===== config.mk =====
export PLATFORM = sky130hd
export DESIGN_NAME = sparse_dot_engine
export DESIGN_NICKNAME = d
export VERILOG_FILES = /design/src/rtl/sparse_dot_engine.sv
export SDC_FILE = /design/constraint.sdc
export NUM_CORES = 1
export LEC_CHECK = 0
export ABC_CLOCK_PERIOD_IN_PS = 7300
export CORE_UTILIZATION = 30
export CTS_CLUSTER_DIAMETER = 60
export DETAILED_ROUTE_END_ITERATION = 16
export GPL_TIMING_DRIVEN = 0
export PLACE_DENSITY = 0.57
export SLEW_MARGIN = 25
export SYNTH_ARGS = -nofsm -noshare
export SYNTH_HDL_FRONTEND = slang
export SYNTH_SLANG_ARGS = --single-unit

===== constraint.sdc =====
create_clock -name clk -period 7.3 [get_ports clk]
set_input_delay 0.73 -clock clk [delete_from_list [all_inputs] [get_ports clk]]
set_output_delay 0.73 -clock clk [all_outputs]
set_load 0.01 [all_outputs]

===== src/rtl/sparse_dot_engine.sv =====
// sparse_dot_engine: streams compressed (index, weight) pairs, gathers activations and accumulates the dot product.
// Define SPARSE_DOT_SAT_EN to saturate the result instead of truncating it.
module sparse_dot_engine #(
    parameter int DEPTH       = 1024,
    parameter int INDEX_WIDTH = 12,
    parameter int VALUE_WIDTH = 16,
    parameter int ACT_WIDTH   = 16,
    parameter int ACC_WIDTH   = 40,
    parameter int OUT_WIDTH   = 16
) (
    input  logic                       clk,
    input  logic                       rst,
    input  logic                       start,
    input  logic [$clog2(DEPTH)-1:0]   base_addr,
    input  logic [$clog2(DEPTH):0]     nnz,
    output logic                       busy,
    output logic                       ws_en,
    output logic [$clog2(DEPTH)-1:0]   ws_addr,
    input  logic [INDEX_WIDTH-1:0]     ws_idx,
    input  logic [VALUE_WIDTH-1:0]     ws_val,
    output logic                       act_en,
    output logic [INDEX_WIDTH-1:0]     act_addr,
    input  logic [ACT_WIDTH-1:0]       act_data,
    output logic [OUT_WIDTH-1:0]       result,
    output logic                       result_valid,
    input  logic                       result_ready
);
    localparam int AW = $clog2(DEPTH);
    localparam int PW = VALUE_WIDTH + ACT_WIDTH;

    typedef enum logic [1:0] {IDLE, FETCH, DRAIN, DONE} state_t;

    state_t                        state, state_n;
    logic [AW:0]                   cnt;
    logic [AW-1:0]                 addr;
    logic                          p1, p2;
    logic signed [VALUE_WIDTH-1:0] wv_reg;
    logic signed [ACC_WIDTH-1:0]   acc;
    logic signed [PW-1:0]          prod;
    logic [OUT_WIDTH-1:0]          res_c;

    always_comb begin
        state_n = state;
        case (state)
            IDLE:  if (start) state_n = (nnz == '0) ? DONE : FETCH;
            FETCH: if (cnt == (AW+1)'(1)) state_n = DRAIN;
            DRAIN: if (!p1) state_n = DONE;
            DONE:  if (result_ready) state_n = IDLE;
            default: state_n = IDLE;
        endcase
    end

    assign prod = wv_reg * $signed(act_data);

    // p1: store data returning (issue activation read); p2: activation returning (accumulate)
    always_ff @(posedge clk) begin
        if (rst) begin
            state  <= IDLE;
            cnt    <= '0;
            addr   <= '0;
            p1     <= 1'b0;
            p2     <= 1'b0;
            wv_reg <= '0;
            acc    <= '0;
        end else begin
            state <= state_n;
            p1    <= (state == FETCH);
            p2    <= p1;
            if (state == IDLE && start) begin
                cnt  <= nnz;
                addr <= base_addr;
                acc  <= '0;
            end else if (state == FETCH) begin
                cnt  <= cnt - 1'b1;
                addr <= (addr == AW'(DEPTH-1)) ? '0 : addr + 1'b1;
            end
            if (p1) wv_reg <= $signed(ws_val);
            if (p2) acc <= acc + ACC_WIDTH'(prod);
        end
    end

`ifdef SPARSE_DOT_SAT_EN
    logic over;
    assign over  = acc[ACC_WIDTH-1] ? ~&acc[ACC_WIDTH-1:OUT_WIDTH-1] : |acc[ACC_WIDTH-1:OUT_WIDTH-1];
    assign res_c = over ? {acc[ACC_WIDTH-1], {(OUT_WIDTH-1){~acc[ACC_WIDTH-1]}}} : acc[OUT_WIDTH-1:0];
`else
    assign res_c = acc[OUT_WIDTH-1:0];
`endif

    assign busy         = (state != IDLE);
    assign ws_en        = (state == FETCH);
    assign ws_addr      = addr;
    assign act_en       = p1;
    assign act_addr     = p1 ? ws_idx : '0;
    assign result_valid = (state == DONE);
    assign result       = (state == DONE) ? res_c : '0;
endmodule


==> implementation parameters, run 1 <==
Parameter                              Value

Clock tree
  Clock-pin slew on the worst setup and hold paths    0.05 ns
  Gates resized, CTS repair    0
  Maximum root-to-sink buffer count    2
  CTS tree    yes
  Number of sinks on the clock net    between 50 and 60
  Post-CTS setup repair buffer count    0
  H-tree level count    3
  Master cell of the clock root buffer    clkbuf_16
  Total clock buffers created by CTS    9
  Hold buffer count at CTS    0
  Skew-Pair Late Insertion Delay    between 0.3 and 0.4 ns

Timing
  Final setup skew    ~0.0046 ns
  Number of endpoints failing setup at the final stage    0
  Period Utilization, post-route    a little under 90%
  Pin slew with the least headroom to its limit    around 0.74 ns
  Max Transition Viols Final    0
  Final hold violation count    0
  Setup repair after global routing missed its margin    false
  Accumulated negative setup slack    0 ns
  Final critical path time including I/O delays and setup    6.33 ns
  Max transition margin    50.6%
  Max Clock Freq    158 MHz

Detailed routing
  Final routed DRC violation total    0
  Total met2 wirelength after detailed routing    between 9 and 10 mm
  Number of iterations in the first detailed-routing pass    4
  Routed length per placed instance    about 16 µm
  Total vias in the final route    between 6k and 7k
  Routed length on met1    just over 9 mm
  Average vias per placed instance    roughly 4.5
  Uppermost signal routing layer after detailed routing    met5
  Length of routed met3 wiring    roughly 1.3 mm
  Post-route antenna net violation count    0
  Iter 0 DRT Violations    about 250
  Total length of routed wires    between 20 and 25 mm

Critical path
  Worst setup SP type    input pin
  Largest incremental delay on the critical path    0.57 ns
  Data arrival time of the worst path    6.58 ns
  Max FO, Critical Path    10
  Most numerous cell on the critical path    fa_1
  R2R setup slack    roughly 1.4 ns
  Cells along the critical path    clkdlybuf4s50_1 > clkbuf_1 > and2_1 > fa_1 > inv_1 > fa_1 > fa_1 > fa_1 > inv_1 > fa_1 > inv_1 > fa_1 > inv_1 > ha_1 > a21o_1 > a21oi_1 > o21ai_1 > o31ai_4 > xnor2_1 > o31ai_2
  Nature of the critical path endpoint    flop
  Reg-to-reg endpoint    acc[15]
  CP required    approximately 7.6 ns
  Setup Crit Path Kind    input pin to flop
  Critical-path top delay cell    clkdlybuf4s50_1
  R2R cell count    17
  Worst reg2reg startpoint    wv_reg[2]

Logic synthesis
  Most instantiated cells after synthesis    inv_1 (186), and2_1 (112), fa_1 (93), ha_1 (74)
  Dominant cell type by area after synthesis    fa_1
  Average footprint of a synthesized cell    approximately 8.4 µm²
  Most repeated cell in the gate-level netlist after synthesis    inv_1
  Total standard cell area after synthesis    between 7000 and 8000 µm²
  Fraction of synthesized cell area taken by the top area cell type    around a quarter
  Gate count of the mapped netlist    approximately 890
  Number of distinct library cells after synthesis    slightly above 50
  Sequential fraction of the synthesis area    between 10% and 20%
  Total nets after synthesis    between 1k and 1.5k
  Synthesis-stage register bit count    57
  Largest cells by area after synthesis    fa_1 (25%), dfxtp_1 (15%), ha_1 (12%), and2_1 (9.4%), inv_1 (9.3%)
  Number of flops mapped to enable cells by yosys    0
  Fraction of registers with async set/reset    0%
  Synth Flop Type    dfxtp_1
  Yosys synthesis warning count    0

Min path
  Classification of the worst-slack hold path    flop to flop
  Endpoint, Worst Hold    wv_reg[15]
  Cells on Worst Hold Path    2
  Min-delay src    wv_reg[15]

Finish
  Antenna diodes    0
  Fraction of layout cells with a size suffix above 1    between 2 and 3%
  Layout Utilization    between 30% and 40%
  # fillers    between 2k and 3k
  Area growth, synth to finish    24.0%
  Number of nets at the end of the flow    1241

Power
  Power after layout    between 0.0015 and 0.002 W
  Power density over cell area    around 210 nW/µm²
  Worst voltage drop across the vdd grid    roughly 0.00014 V
  Static Leakage    ~4.3 nW

Place
  Routability Congestion    0.831
  HPWL after detailed placement    between 15 and 20 mm
  Port bufs    108

Floorplanning
  Core footprint    24400 µm²
  Die boundary width    between 150 and 200 µm
  Initial Utilization    a little under a third
  Overall die height    roughly 160 µm
  Floorplan row count    57
  Die Area    25600 µm²
  Number of ports placed on the die boundary    around 110

Global routing
  Initial antenna violation count    1
  Vias in the first global route    a little over 6k
  Maximum number of pins on one net before global-route repair    11
  Total gr overflow    0
  First-pass GRT wire length    around 33 mm
  All-Layer GR Usage    between 10% and 20%

Run status
  Result of the run    finished, final reports clean

Run
  Number of max-cap violations    0
[how the worst max path moves through the flow]
| stage | startpoint | end | slack [ns] | depth (start not counted) |
|---|---|---|---|---|
| global placement | act_data[3] | acc[15] | 0.65 | 20 |
| CTS | act_data[2] | acc[15] | 0.94 | 20 |
| detailed placement | act_data[2] | acc[15] | 0.60 | 20 |
| finish | act_data[2] | acc[15] | 0.97 | 20 |
| floorplan | act_data[5] | acc[15] | 1.78 | 19 |
| global route | act_data[2] | acc[15] | 0.69 | 20 |
[layout by cell type (no fill, tap or decap), types with 30 or more instances in the layout]
cell,Yosys,routed
xnor2_1,34,34
ha_1,74,74
clkbuf_1,29,30
fa_1,93,93
dfxtp_1,57,57
nor2_1,61,61
and2_1,112,112
clkdlybuf4s50_1,0,108
nand2_1,61,61
inv_1,186,186
[per-layer routing]
metal  vias to the layer above  global-route usage [%]
met2                       149                    29.0
met5                         -                       0
met1                      2916                    21.5
met4                         2                    3.46
met3                        20                    3.66
li1                       2965                       -
[final cells by class]
class	count	area, µm²	area share (%)
Multi-Input combinational cell	607	5490	59.2
Sequential cell	57	1140	12.3
Timing Repair Buffer	108	1080	11.7
Inverter	187	702	7.57
Tap cell	324	405	4.37
Clock buffer	10	229	2.47
Buffer	35	143	1.54
Clock inverter	6	82.6	0.890
[report_power, final]
group / leakage (nW) / internal, W / switching (W)
Combinational: 3.65 / 0.000473 / 0.000601
Sequential: 0.466 / 0.000375 / 0.0000782
Clock: 0.152 / 0.000297 / 0.000149
[cells by family (layout without fill, tap and decap cells)]
group	Yosys count	in the layout	synth area share (%)
adders and majority gates	167	167	37.3
and+or+nand+nor	294	294	20.5
buffers and inverters	222	346	11.3
xor gates and xnor gates	50	50	6.33
DFF	57	57	15.3
muxes	17	17	2.28
AOI/OAI and AO/OA	79	79	7.06
[per-stage QoR]
step                      cells  area (µm²)  hold WS (ns)  setup slack (ns)
after floorplan             886        7480         0.460              1.78
after global placement     1318        8960         0.482             0.648
after detailed placement   1318        8960         0.488             0.598
after CTS                  1334        9280         0.506             0.936
after global routing       1334        9280         0.538             0.688
final                      1334        9280         0.498             0.970
[worst max-delay path: cells and delay by family]
kind                       cells  cell delay (ns)
adders and majority gates      7             3.27
xor gates and xnor gates       1             0.13
buffers and inverters          6             1.27
AOI/OAI and AO/OA              5             0.92
and+or+nand+nor                1             0.23
Power figures use the tool's default switching activity.
==> run 2: changes to the inputs <==
CORE_UTILIZATION = 54   (was 30)
PLACE_DENSITY = 0.88   (was 0.57)
==> implementation parameters, run 2 (same netlist as run 1, synthesis figures left out) <==
Parameter                              Value

Clock tree
  CTS tree    yes
  Number of sinks on the clock net    57
  Master cell of the clock root buffer    clkbuf_16
  Total clock buffers created by CTS    9
  Gates resized, CTS repair    0
  Skew-Pair Late Insertion Delay    0.32 ns
  Hold buffer count at CTS    0
  Post-CTS setup repair buffer count    0
  Clock-pin slew on the worst setup and hold paths    0.05 ns
  Maximum root-to-sink buffer count    2
  H-tree level count    3

Critical path
  Buffer and inverter count on the worst path    4
  Nature of the critical path endpoint    flop
  Critical-path top delay cell    clkdlybuf4s50_1
  Data arrival time of the worst path    around 6.5 ns
  Logic depth of the worst path, buffers included    18
  Largest incremental delay on the critical path    about 0.61 ns
  Cells along the critical path    clkdlybuf4s50_1 > clkbuf_1 > and2_1 > fa_1 > fa_1 > ha_1 > fa_1 > inv_1 > fa_1 > fa_1 > inv_1 > ha_1 > or3_1 > nor2_1 > o21ai_1 > a41oi_1 > nand4b_1 > a311oi_1
  Cell family contributing the most delay on the critical path    adder cells
  CP required    approximately 7.5 ns
  Worst setup SP type    input pin
  Max FO, Critical Path    10
  R2R cell count    17
  Most numerous cell on the critical path    fa_1
  Setup Crit Path Kind    input pin to flop

Detailed routing
  Average vias per placed instance    approximately 5.3
  Total length of routed wires    19.0 mm
  Post-route antenna net violation count    0
  Iter 0 DRT Violations    around 420
  Routed length per placed instance    about 16 µm
  Final routed DRC violation total    0
  Number of iterations in the first detailed-routing pass    7
  Total vias in the final route    around 6.3k

Min path
  Classification of the worst-slack hold path    flop to flop
  Cells on Worst Hold Path    2

Place
  Routability Congestion    about 0.86
  Placed Instance Area    8780 µm²
  Port bufs    108
  HPWL after detailed placement    between 15 and 20 mm

Finish
  Multi-input logic area    5490 µm²
  Most common cell after layout, fill and taps aside    inv_1
  # fillers    approximately 1.0k
  Cell area after layout    a little over 9000 µm²
  Antenna diodes    0
  Fraction of layout cells with a size suffix above 1    2.78%
  Layout Utilization    between 60% and 70%
  Top library cells by usage in the layout, fill and taps aside    inv_1 (186), and2_1 (112), clkdlybuf4s50_1 (108)
  Area growth, synth to finish    21.2%
  Seq. cell area    between 1000 and 1500 µm²
  Number of nets at the end of the flow    1241

Global routing
  Vias in the first global route    about 6.7k
  Maximum number of pins on one net before global-route repair    11
  Initial antenna violation count    0
  Total gr overflow    0
  First-pass GRT wire length    around 32 mm
  All-Layer GR Usage    between 20% and 30%

Power
  Static Leakage    approximately 4.3 nW
  Worst voltage drop across the vdd grid    between 0.0002 and 0.00025 V
  Power density over cell area    214 nW/µm²
  Power after layout    0.00194 W

Timing
  Setup repair after global routing missed its margin    false
  Max transition margin    between 50 and 60%
  Number of endpoints failing setup at the final stage    0
  Final hold violation count    0
  Max Clock Freq    about 160 MHz
  Final setup skew    0.00591 ns
  Period Utilization, post-route    a little under nine tenths
  Max Transition Viols Final    0
  Accumulated negative setup slack    0 ns
  Pin slew with the least headroom to its limit    about 0.69 ns
  Final critical path time including I/O delays and setup    ~6.3 ns

Floorplanning
  Number of ports placed on the die boundary    ~110
  Floorplan row count    42
  Initial Utilization    about 56%
  Die boundary width    roughly 120 µm
  Overall die height    about 120 µm
  Die Area    between 10000 and 15000 µm²
  Core footprint    around 13000 µm²

Run
  Number of max-cap violations    0

Run status
  Result of the run    finished, final reports clean
run 2: changes by cell type in the layout (fill, tap and decap cells not counted), sizes merged:
cell and change:
bufinv -2, clkbuf +2, clkinvlp -1
run 2: report_power, final:
group | total (W) | switching [W] | internal [W]
Combinational | 0.00109 | 0.000607 | 0.000479
Clock | 0.000398 | 0.000144 | 0.000253
Sequential | 0.000452 | 0.0000775 | 0.000375
run 2: path summary, 6_finish.rpt:
path | from | end | slack (ns)
worst max-delay path | act_data[1] | acc[14] | 1.02
worst min-delay path | wv_reg[15] | wv_reg[15] | 0.51
worst max register to register | wv_reg[2] | acc[14] | 1.28
worst min register to register | wv_reg[15] | wv_reg[15] | 0.51
run 2: worst min-delay path, cell delays in order, from the launching register on:
cell     delay [ns]
dfxtp_1        0.33
mux2i_1        0.07
nor2_1         0.07
run 2: cell type report:
cell class                 count  share of cell area [%]
multi-input combinational    607                    60.6
sequential                    57                    12.6
timing repair buffer         108                    11.9
inverter                     187                    7.75
clock buffer                  12                    2.94
tap                          176                    2.43
buffer                        35                    1.57
clock inverter                 3                   0.166
run 2: stage by stage:
| step | instances | hold WS (ns) | worst slack [ns] |
|---|---|---|---|
| 2_1_floorplan | 886 | 0.460 | 1.78 |
| 3_3_place_gp | 1170 | 0.479 | 0.893 |
| 3_5_place_dp | 1170 | 0.488 | 0.786 |
| 4_1_cts | 1185 | 0.504 | 1.08 |
| 5_1_grt | 1185 | 0.556 | 0.856 |
| 6_report | 1185 | 0.511 | 1.02 |
run 2: routing by layer:
layer  up-vias  global-route usage, %  share of wire (%)
li1       2969                      -                  -
met1      3010                   34.6                 39
met2       279                   49.3                 51
met3        40                   4.33                7.4
met4         0                   10.1                2.6
met5         -                      0                  0
